[src/rtl/psum_row_writeback.sv]
// psum_row_writeback: ReLU/shift/saturate each psum, pack PACK lanes per word, queue words for GLB; word visible 1 cycle after its last accept.
// Rdy falls while the word FIFO is full (registered count only); define PSM_ROUND_EN for round-half-up requantisation.

module psm_fifo #(
    parameter int W     = 33,
    parameter int DEPTH = 4
) (
    input  logic         clk,
    input  logic         rst_n,
    input  logic         push,
    input  logic [W-1:0] push_dat,
    input  logic         pop,
    output logic         vld,
    output logic         full,
    output logic [W-1:0] head
);
    localparam int AW = $clog2(DEPTH);
    localparam int CW = AW + 1;

    logic [W-1:0]  mem [DEPTH];
    logic [AW-1:0] wr_ptr;
    logic [AW-1:0] rd_ptr;
    logic [CW-1:0] cnt;
    logic          do_push;
    logic          do_pop;

    assign vld     = (cnt != '0);
    assign full    = (cnt == CW'(DEPTH));
    assign do_push = push && !full;
    assign do_pop  = pop && vld;
    assign head    = mem[rd_ptr];

    always_ff @(posedge clk) begin
        if (!rst_n) begin
            wr_ptr <= '0;
            rd_ptr <= '0;
            cnt    <= '0;
            for (int i = 0; i < DEPTH; i++) begin
                mem[i] <= '0;
            end
        end else begin
            if (do_push) begin
                mem[wr_ptr] <= push_dat;
                wr_ptr      <= wr_ptr + AW'(1);
            end
            if (do_pop) begin
                rd_ptr <= rd_ptr + AW'(1);
            end
            case ({do_push, do_pop})
                2'b10:   cnt <= cnt + CW'(1);
                2'b01:   cnt <= cnt - CW'(1);
                default: cnt <= cnt;
            endcase
        end
    end
endmodule

module psum_row_writeback #(
    parameter int PSUM_WIDTH  = 20,
    parameter int DATA_WIDTH  = 8,
    parameter int PACK        = 4,
    parameter int FIFO_DEPTH  = 4,
    parameter int LENROW      = 16,
    parameter int SHIFT_WIDTH = 5
) (
    input  logic                         clk,
    input  logic                         rst_n,
    input  logic [SHIFT_WIDTH-1:0]       CFG_Shift,
    input  logic                         CFG_Relu,
    input  logic                         CNVPSM_Vld,
    input  logic signed [PSUM_WIDTH-1:0] CNVPSM_Psum,
    input  logic                         CNVPSM_FnhRow,
    output logic                         PSMCNV_Rdy,
    output logic                         PSMGLB_Vld,
    output logic [DATA_WIDTH*PACK-1:0]   PSMGLB_Dat,
    output logic                         PSMGLB_Last,
    input  logic                         GLBPSM_Rdy,
    output logic                         PSMPEC_Err
);
    localparam int WORD_W = DATA_WIDTH * PACK;
    localparam int LANE_W = $clog2(PACK);
    localparam int ROW_W  = $clog2(LENROW + 1);

    localparam logic signed [PSUM_WIDTH:0] SAT_MAX = (PSUM_WIDTH+1)'((1 <<< (DATA_WIDTH - 1)) - 1);
    localparam logic signed [PSUM_WIDTH:0] SAT_MIN = ~SAT_MAX;

    typedef enum logic {
        IDLE,
        FILL
    } state_t;

    state_t                      state_q, state_d;
    logic [LANE_W-1:0]           lane_q, lane_d, lane_sel;
    logic [WORD_W-1:0]           pack_q, pack_d, word;
    logic [ROW_W-1:0]            row_q;
    logic                        accept;
    logic                        push;
    logic                        fifo_full;
    logic [WORD_W:0]             fifo_head;

    int                          shift_amt;
    logic signed [PSUM_WIDTH:0]  ext;
    logic signed [PSUM_WIDTH:0]  shifted;
    logic [DATA_WIDTH-1:0]       elem;

    // Rdy looks only at the registered fill level, so a same-cycle pop never reopens a full FIFO.
    assign PSMCNV_Rdy = rst_n && !fifo_full;
    assign accept     = CNVPSM_Vld && PSMCNV_Rdy;

    always_comb begin
        shift_amt = (int'(CFG_Shift) >= PSUM_WIDTH) ? (PSUM_WIDTH - 1) : int'(CFG_Shift);
        ext       = {CNVPSM_Psum[PSUM_WIDTH-1], CNVPSM_Psum};
`ifdef PSM_ROUND_EN
        if (shift_amt > 0) begin
            ext = ext + ((PSUM_WIDTH+1)'(1) << (shift_amt - 1));
        end
`endif
        shifted = ext >>> shift_amt;
        if (CFG_Relu && CNVPSM_Psum[PSUM_WIDTH-1]) begin
            elem = '0;
        end else if (shifted > SAT_MAX) begin
            elem = SAT_MAX[DATA_WIDTH-1:0];
        end else if (shifted < SAT_MIN) begin
            elem = SAT_MIN[DATA_WIDTH-1:0];
        end else begin
            elem = shifted[DATA_WIDTH-1:0];
        end
    end

    always_comb begin
        state_d  = state_q;
        lane_d   = lane_q;
        pack_d   = pack_q;
        push     = 1'b0;
        lane_sel = (state_q == FILL) ? lane_q : '0;
        word     = pack_q;
        word[int'(lane_sel)*DATA_WIDTH +: DATA_WIDTH] = elem;
        case (state_q)
            IDLE: begin
                if (accept) begin
                    if (CNVPSM_FnhRow) begin
                        push = 1'b1;
                    end else begin
                        state_d = FILL;
                        lane_d  = LANE_W'(1);
                        pack_d  = word;
                    end
                end
            end
            FILL: begin
                if (accept) begin
                    if (lane_q == LANE_W'(PACK - 1) || CNVPSM_FnhRow) begin
                        push    = 1'b1;
                        state_d = IDLE;
                        lane_d  = '0;
                        pack_d  = '0;
                    end else begin
                        lane_d = lane_q + LANE_W'(1);
                        pack_d = word;
                    end
                end
            end
            default: state_d = IDLE;
        endcase
    end

    always_ff @(posedge clk) begin
        if (!rst_n) begin
            state_q <= IDLE;
            lane_q  <= '0;
            pack_q  <= '0;
        end else begin
            state_q <= state_d;
            lane_q  <= lane_d;
            pack_q  <= pack_d;
        end
    end

    // Row length saturates at LENROW; any further element without FnhRow flags the overrun.
    always_ff @(posedge clk) begin
        if (!rst_n) begin
            row_q      <= '0;
            PSMPEC_Err <= 1'b0;
        end else if (accept) begin
            if (CNVPSM_FnhRow) begin
                row_q <= '0;
            end else if (row_q == ROW_W'(LENROW)) begin
                PSMPEC_Err <= 1'b1;
            end else begin
                row_q <= row_q + ROW_W'(1);
            end
        end
    end

    psm_fifo #(
        .W     (WORD_W + 1),
        .DEPTH (FIFO_DEPTH)
    ) u_fifo (
        .clk      (clk),
        .rst_n    (rst_n),
        .push     (push),
        .push_dat ({CNVPSM_FnhRow, word}),
        .pop      (GLBPSM_Rdy),
        .vld      (PSMGLB_Vld),
        .full     (fifo_full),
        .head     (fifo_head)
    );

    assign PSMGLB_Dat  = fifo_head[WORD_W-1:0];
    assign PSMGLB_Last = fifo_head[WORD_W];
endmodule

[config.mk]
export PLATFORM = sky130hd
export DESIGN_NAME = psum_row_writeback
export DESIGN_NICKNAME = d
export VERILOG_FILES = /design/src/rtl/psum_row_writeback.sv
export SDC_FILE = /design/constraint.sdc
export NUM_CORES = 1
export LEC_CHECK = 0
export CAP_MARGIN = 10
export CORE_UTILIZATION = 64
export DETAILED_ROUTE_END_ITERATION = 10
export DONT_BUFFER_PORTS = 1
export PLACE_DENSITY = 0.77
export SETUP_SLACK_MARGIN = 0.1
export SLEW_MARGIN = 10
export SYNTH_ARGS = -nofsm -noshare
export SYNTH_HDL_FRONTEND = slang
export SYNTH_SLANG_ARGS = --single-unit
[constraint.sdc]
create_clock -name clk -period 4.39 [get_ports clk]
set_input_delay 0.439 -clock clk [delete_from_list [all_inputs] [get_ports clk]]
set_output_delay 0.439 -clock clk [all_outputs]
set_load 0.01 [all_outputs]
==> parameters.txt, run 1 <==
Parameter                              Value

Status
  Status ... finished, final reports clean

Finish
  Non-filler instance count after layout ... 1233
  Number of nets in the layout ... 1045
  Count of antenna diodes in the layout ... 0
  Fraction of final layout cells with drive strength greater than 1 ... 11.9%
  Synthesis-to-finish area growth ... 6.82%
  Final standard cell utilization of the core ... 69.9%

CTS
  CTS clock-pin slew for the worst setup and hold paths ... 0.07 ns
  Clk_lat worst skew ... 0.43 ns
  Count of H-tree levels built during CTS ... 4
  Number of resized instances in the post-cts repair step ... 0
  Count of hold buffers inserted by post-cts repair ... 0
  # Post-CTS Setup Buffers ... 0
  CTS Root Cell ... sky130_fd_sc_hd__clkbuf_16
  Clock Sinks ... between 150 and 200
  CTS buffer count ... 17
  Buffer depth of the longest clock path ... 2
  Clock tree from TritonCTS ... yes

Floorplan
  Top-Level Pins ... 67
  DIE HEIGHT ... 129 um
  Die width ... 129 um
  Die area ... roughly 0.017 sq mm
  Placeable core region ... 0.0158 sq mm
  Row cnt ... 46
  Effective utilization at floorplan ... between 60% and 70%

Critical path
  Critical register-to-register path endpoint ... u_fifo.cnt[2]
  Startpoint of the lowest-slack register-to-register path ... u_fifo.cnt[0]
  Register-to-Register Path Depth ... 13
  Critical Path Source Type ... flop
  Setup slack of the most critical reg-to-reg path ... around 0.94 ns
  Required time of the worst setup path ... 4.76 ns
  Largest fanout on the critical path ... 21
  Data arrival at the endpoint of the critical path ... between 3 and 4 ns
  Sort of element at the end of the critical path ... flop
  Category of the critical setup timing path ... flop to flop

Synth
  Number of warnings reported in the yosys synthesis log ... 0
  Number of synthesized flops with an enable pin ... roughly 130
  Mapped Avg Cell Area ... 9.97 sq um
  Share of the synthesized area in the top cell type ... 38.3%
  Portion of the post-synthesis area used by sequential elements ... 47.9%
  Post-synthesis cell count ... about 1000
  Primary flip-flop cell chosen by synthesis mapping ... sky130_fd_sc_hd__edfxtp_1
  Largest area contributor in the synthesized netlist ... sky130_fd_sc_hd__edfxtp_1
  Number of nets produced by synthesis ... between 1000 and 1500
  Leading cell types by total area after synthesis ... sky130_fd_sc_hd__edfxtp_1, sky130_fd_sc_hd__dfxtp_1, sky130_fd_sc_hd__mux4_2
  Flip-flop and latch count after synthesis ... between 150 and 200
  Count of unique library cells instantiated by Yosys ... 83
  Proportion of synthesized flip-flops having asynchronous set or reset ... 0%
  Netlist area before placement ... 0.0104 sq mm

Routing
  Metal1 wirelength ... 11000 um
  Vias per Instance ... 6.82
  WL met3 ... 2420 um
  Detailed-route wire length per cell ... 21.8 um
  Sum of routed wire length over all layers ... around 27000 um
  Pre-Repair DR Iteration Count ... 5
  Uppermost layer routed ... met4
  Count of vias placed by the detailed router ... 8409
  Routed wire length on met2 ... 12800 um
  Residual DRC count ... 0
  Final ANT Viol Nets ... 0
  Number of DRC markers after the initial detailed-route iteration ... 1031

Timing
  Final setup viols ... 0
  Maximum clock frequency ... 0.290 GHz
  Final Worst Setup Slack ... ~0.94 ns
  Post-route minimum period ... 3.45 ns
  Post-route clock period utilization ... a little under 80%
  Setup repair after global routing missed its margin ... false
  Slew at the pin with the worst max-slew slack ... 0.932 ns
  Final hold violation count ... 0
  Slew Limit Headroom ... between 30% and 40%
  Sum Neg Setup Slack ... 0 ns
  Worst clock skew ... ~0.011 ns
  Number of max-slew violations in the final report ... 0

Job
  Max Cap Viol ... 0

Placement
  Port Buffers ... 0
  Post-Place Cells ... 1201
  Final GP Congestion ... 0.988
  Placement-stage worst setup slack ... 0.757 ns
  Placed wire-length estimate after detailed placement ... between 15000 and 20000 um

Global routing
  Largest net degree at the start of global routing ... 43
  Total congestion overflow ... 0
  Number of global-route vias before repair ... 7917
  Number of antenna violations at the first check in global routing ... 0
  All-layer global routing usage ... roughly a third
  Wire length of the first global-routing pass ... 42600 um

Min path
  Hold/Removal Path Class ... input pin to flop
  Instance count along the most critical hold path ... 2
  Worst Hold Path EP ... u_fifo.wr_ptr[0]
  Launch instance of the worst min-delay path ... rst_n

Pwr
  Static power due to leakage ... 0.00385 uW
  Worst ir drop on vdd ... 0.335 mV
  Power density over cell area ... 383 mW/mm^2
[cells by family (layout without fill, tap and decap cells)]
kind of cell / Yosys count / after routing / synth area share, %
flip-flops: 182 / 182 / 47.9
buffers and inverters: 99 / 77 / 4.26
AO/OA/AOI/OAI: 268 / 268 / 19.1
XOR/XNOR: 7 / 7 / 0.592
AND/OR/NAND/NOR: 425 / 425 / 17.9
multiplexers: 48 / 48 / 8.94
adder cells (fa/ha/maj): 10 / 10 / 1.28
[final cells by class]
type	instances	area (sq um)
Clock buffer	18	429
Timing Repair Buffer	20	175
Inverter	25	93.8
Tap cell	216	270
Clock inverter	14	179
Multi-Input combinational cell	758	4960
Fill cell	1170	4760
Sequential cell	182	4970
[cell usage after synthesis (10+ instances only)]
cell type,number
sky130_fd_sc_hd__dfxtp_1,50
sky130_fd_sc_hd__o211ai_1,10
sky130_fd_sc_hd__mux4_2,34
sky130_fd_sc_hd__nand2_1,136
sky130_fd_sc_hd__o21ai_0,36
sky130_fd_sc_hd__a21oi_1,63
sky130_fd_sc_hd__clkbuf_1,46
sky130_fd_sc_hd__nor2b_1,18
sky130_fd_sc_hd__nand2b_1,15
sky130_fd_sc_hd__edfxtp_1,132
sky130_fd_sc_hd__buf_2,13
sky130_fd_sc_hd__o22ai_1,14
sky130_fd_sc_hd__inv_1,21
sky130_fd_sc_hd__nand3_1,17
sky130_fd_sc_hd__a22oi_1,21
sky130_fd_sc_hd__nor2_1,180
sky130_fd_sc_hd__a32oi_1,17
sky130_fd_sc_hd__nor3_1,14
[power breakdown]
| group | internal (uW) | switching, uW |
|---|---|---|
| Clock | 865 | 710 |
| Combinational | 285 | 407 |
| Sequential | 1910 | 57.3 |
[worst max-delay path by stage]
| stage | end | depth (start not counted) | start |
|---|---|---|---|
| 3_5_place_dp | u_fifo.mem[3][22] | 10 | CFG_Shift[3] |
| 5_1_grt | u_fifo.cnt[2] | 13 | u_fifo.cnt[0] |
| 2_1_floorplan | u_fifo.mem[0][0] | 11 | rst_n |
| 3_3_place_gp | u_fifo.mem[0][30] | 10 | CFG_Shift[3] |
| 4_1_cts | u_fifo.cnt[2] | 13 | u_fifo.cnt[0] |
| 6_report | u_fifo.cnt[2] | 13 | u_fifo.cnt[0] |
[registers in the layout (all words and copies together), names as in the netlist, named ones only]
| signal | flops |
|---|---|
| state_q | 1 |
| u_fifo.rd_ptr | 2 |
| row_q | 5 |
| lane_q | 2 |
| PSMPEC_Err | 1 |
| u_fifo.wr_ptr | 2 |
| u_fifo.cnt | 3 |
| u_fifo.mem | 132 |
| pack_q | 32 |
[stage by stage]
stage | total power (uW) | area, sq um | hold slack [ns]
floorplan | 2560 | 10400 | 0.431
global route | 4370 | 11100 | 0.161
global placement | 2690 | 10500 | 0.449
CTS | 4240 | 11100 | 0.150
detailed placement | 2690 | 10500 | 0.444
finish | 4240 | 11100 | 0.154
[critical path: stages (launching register included)]
cell and delay (ns):
sky130_fd_sc_hd__dfxtp_1 0.33, sky130_fd_sc_hd__inv_1 0.10, sky130_fd_sc_hd__a31oi_1 0.18, sky130_fd_sc_hd__nand2_1 0.23, sky130_fd_sc_hd__nor2_1 0.09, sky130_fd_sc_hd__buf_4 0.20, sky130_fd_sc_hd__inv_1 0.59, sky130_fd_sc_hd__buf_4 0.38
sky130_fd_sc_hd__ha_1 0.23, sky130_fd_sc_hd__inv_1 0.06, sky130_fd_sc_hd__fa_1 0.39, sky130_fd_sc_hd__xor2_1 0.16, sky130_fd_sc_hd__or3_1 0.30, sky130_fd_sc_hd__a21oi_1 0.14
[layout by cell type, fill, tap and decap left out, drive strengths merged, types with 6 or more instances in the layout]
cell type | Yosys | final
mux2 | 10 | 10
o221ai | 8 | 8
a32oi | 17 | 17
a31oi | 6 | 6
nor2 | 180 | 180
mux4 | 34 | 34
nand2b | 15 | 15
inv | 21 | 28
nand2 | 136 | 136
a221o | 7 | 7
nand4 | 6 | 6
clkinv | 4 | 6
and2 | 9 | 9
o211ai | 10 | 10
nor4 | 8 | 8
buf | 27 | 20
a22oi | 23 | 23
xor2 | 6 | 6
nand3 | 17 | 17
nor2b | 18 | 18
and3 | 7 | 7
o21ai | 41 | 41
a2111oi | 6 | 6
a211oi | 8 | 8
a2bb2oi | 8 | 8
o22ai | 16 | 16
clkbuf | 47 | 18
nor3 | 15 | 15
edfxtp | 132 | 132
dfxtp | 50 | 50
a21oi | 67 | 67
ha | 9 | 9
[layer usage]
metal,track usage (%),up-vias
li1,-,3804
met1,45.8,4022
met2,53.1,512
met3,5.95,71
met4,13.1,0
met5,0,-
No activity file was read; power rests on OpenSTA's default activity.
==> inputs of run 2 (changes only) <==
CORE_UTILIZATION = 58   (was 64)
PLACE_DENSITY = 0.73   (was 0.77)
clock period = 2.85 ns   (was 4.39 ns; I/O delays follow)
==> run 2 against run 1 <==
Net effect:
- clock-buffer cell count is the same
- setup slack lost 0.67 ns
- die area grew 10%
- sequential share of layout area shrank 1.9 points
- largest cell class is now multi-input gates
- largest power group unchanged
==> parameters.txt, run 2 (synthesis gave the netlist of run 1 again) <==
Parameter                              Value

Routing
  Pre-Repair DR Iteration Count ... 7 (+2)
  Routed wire length on met2 ... 13100 um (+2.4%)
  Metal1 wirelength ... 11000 um (-0.23%)
  Final ANT Viol Nets ... 0 (unchanged)
  Count of vias placed by the detailed router ... 8571 (+1.9%)
  Detailed-route wire length per cell ... 21.0 um (-3.9%)
  Number of DRC markers after the initial detailed-route iteration ... 949 (-8.0%)
  Sum of routed wire length over all layers ... 27300 um (+1.4%)
  WL met3 ... 2410 um (-0.46%)
  Residual DRC count ... 0 (unchanged)
  Vias per Instance ... 6.59 (-3.4%)
  Uppermost layer routed ... met4

Floorplan
  Placeable core region ... 0.0174 sq mm (+9.7%)
  Die width ... 136 um (+5.0%)
  Row cnt ... 48 (+4.3%)
  Top-Level Pins ... 67 (unchanged)
  Effective utilization at floorplan ... 59.7% (-5.8 points)
  DIE HEIGHT ... 136 um (+5.0%)
  Die area ... 0.0184 sq mm (+10%)

Timing
  Worst clock skew ... 0.0116 ns (+0.000871 ns)
  Number of max-slew violations in the final report ... 0 (unchanged)
  Setup repair after global routing missed its margin ... false
  WHS ... 0.0221 ns (-0.132 ns)
  Post-route clock period utilization ... about nine tenths
  Maximum clock frequency ... 0.388 GHz
  Post-route minimum period ... ~2.6 ns
  Slew Limit Headroom ... 43.2% (+5.9 points)
  Final Worst Setup Slack ... 0.273 ns (-0.666 ns)
  Final setup viols ... 0 (unchanged)
  Sum Neg Setup Slack ... 0 ns (unchanged)
  Final hold violation count ... 0 (unchanged)
  Slew at the pin with the worst max-slew slack ... 0.846 ns (-0.0865 ns)

Finish
  Filler cell count in the final layout ... 1346 (+15%)
  Most common cell after layout, fill and taps aside ... sky130_fd_sc_hd__nor2_1
  Largest registers in the final layout ... u_fifo.mem x132, pack_q x32, row_q x5
  Max reg flops ... 132 (unchanged)
  Count of antenna diodes in the layout ... 0 (unchanged)
  Leading cell types in the layout, fill and taps excluded ... sky130_fd_sc_hd__nor2_1, sky130_fd_sc_hd__nand2_1, sky130_fd_sc_hd__edfxtp_1
  Number of nets in the layout ... 1104 (+5.6%)
  Synthesis-to-finish area growth ... 11.6%
  Most flops, register ... u_fifo.mem
  Fraction of final layout cells with drive strength greater than 1 ... 17.8% (+5.9 points)
  Non-filler instance count after layout ... 1301 (+5.5%)

Pwr
  Power density over cell area ... 558 mW/mm^2 (+46%)
  Worst ir drop on vdd ... 0.458 mV (+37%)
  Static power due to leakage ... 0.00414 uW (+7.5%)

Min path
  Hold/Removal Path Class ... input pin to flop
  Instance count along the most critical hold path ... 2 (unchanged)
  Launch instance of the worst min-delay path ... rst_n
  Worst Hold Path EP ... row_q[4]

Placement
  Placement-stage worst setup slack ... -0.0802 ns (-0.837 ns)
  Final GP Congestion ... 0.990 (+0.24%)
  Placed wire-length estimate after detailed placement ... 18500 um (+3.6%)
  Port Buffers ... 0 (unchanged)
  Post-Place Cells ... 1269 (+5.7%)

Critical path
  Setup slack of the most critical reg-to-reg path ... 0.29 ns (-0.65 ns)
  Critical register-to-register path endpoint ... u_fifo.cnt[2]
  Startpoint of the lowest-slack register-to-register path ... u_fifo.cnt[0]
  Category of the critical setup timing path ... input pin to flop
  Largest fanout on the critical path ... 21 (unchanged)
  Sort of element at the end of the critical path ... flop
  Longest individual stage delay on the worst path ... 0.56 ns (-0.03 ns)
  Slowest cell on the critical path ... sky130_fd_sc_hd__a2111oi_0
  Data arrival at the endpoint of the critical path ... 2.76 ns (-1.06 ns)
  Sequence of cells on the critical path ... o21a_1, buf_4, a2111oi_0, a2111oi_0, nor3_1, nor2_1, o2111a_1, o21bai_1, a22oi_1, buf_4, nor2_1
  Required time of the worst setup path ... 3.03 ns (-1.73 ns)
  Register-to-Register Path Depth ... 11 (-2)
  Critical Path Source Type ... input pin

CTS
  Count of H-tree levels built during CTS ... 4 (unchanged)
  Buffer depth of the longest clock path ... 2 (unchanged)
  # Post-CTS Setup Buffers ... 0 (unchanged)
  CTS Root Cell ... sky130_fd_sc_hd__clkbuf_16
  Count of hold buffers inserted by post-cts repair ... 0 (unchanged)
  Clock Sinks ... 182 (unchanged)
  Clk_lat worst skew ... 0.44 ns (about the same)
  Clock tree from TritonCTS ... yes
  CTS buffer count ... 17 (unchanged)
  Number of resized instances in the post-cts repair step ... 0 (unchanged)
  CTS clock-pin slew for the worst setup and hold paths ... 0.07 ns (about the same)

Global routing
  Total congestion overflow ... 0 (unchanged)
  Largest net degree at the start of global routing ... 43 (unchanged)
  Number of antenna violations at the first check in global routing ... 0 (unchanged)
  Number of global-route vias before repair ... 8199 (+3.6%)
  Wire length of the first global-routing pass ... 43000 um (+0.89%)
  All-layer global routing usage ... 30.6% (-2.8 points)

Job
  Max Cap Viol ... 0 (unchanged)

Status
  Status ... finished, final reports clean
run 2: layer usage:
layer	GRT usage [%]	vias to the layer above
met4	11.4	0
li1	-	3927
met2	50.2	487
met1	40.6	4093
met5	0	-
met3	5.31	64
run 2: power breakdown:
group	leakage, uW	internal, uW	switching, uW
Combinational	0.00209	486	673
Sequential	0.00177	2950	46.6
Clock	0.000277	1230	1080
run 2: worst max-delay path: cells and delay by family:
kind	cells	cell delay (ns)
simple gates	3	0.43
buf+inv	2	0.35
compound gates	6	1.67
run 2: layout make-up:
cell class	instances	area, sq um	share of cell area, %
inverter	25	95.1	0.822
multi-input combinational	758	5010	43.3
clock buffer	18	429	3.71
timing repair buffer	79	643	5.56
clock inverter	14	144	1.24
tap	225	282	2.43
sequential	182	4970	42.9
run 2: worst max-delay path by stage:
stage	start	endpoint	slack, ns	depth (start not counted)
final	CFG_Shift[3]	u_fifo.mem[3][24]	0.27	11
after CTS	state_q	u_fifo.mem[2][30]	0.12	10
after global routing	u_fifo.cnt[0]	u_fifo.mem[1][4]	0.11	11
after global placement	CFG_Shift[4]	u_fifo.mem[1][24]	-0.03	11
after detailed placement	CFG_Shift[0]	u_fifo.mem[2][10]	-0.08	10
after floorplan	rst_n	u_fifo.mem[1][0]	0.10	10
run 2: through the flow:
stage	util [%]	power [uW]	area, sq um
2_1_floorplan	-	3960	10400
3_3_place_gp	63.3	4200	11000
3_5_place_dp	63.3	4210	11000
4_1_cts	66.6	6470	11600
5_1_grt	66.6	6670	11600
6_report	66.6	6460	11600
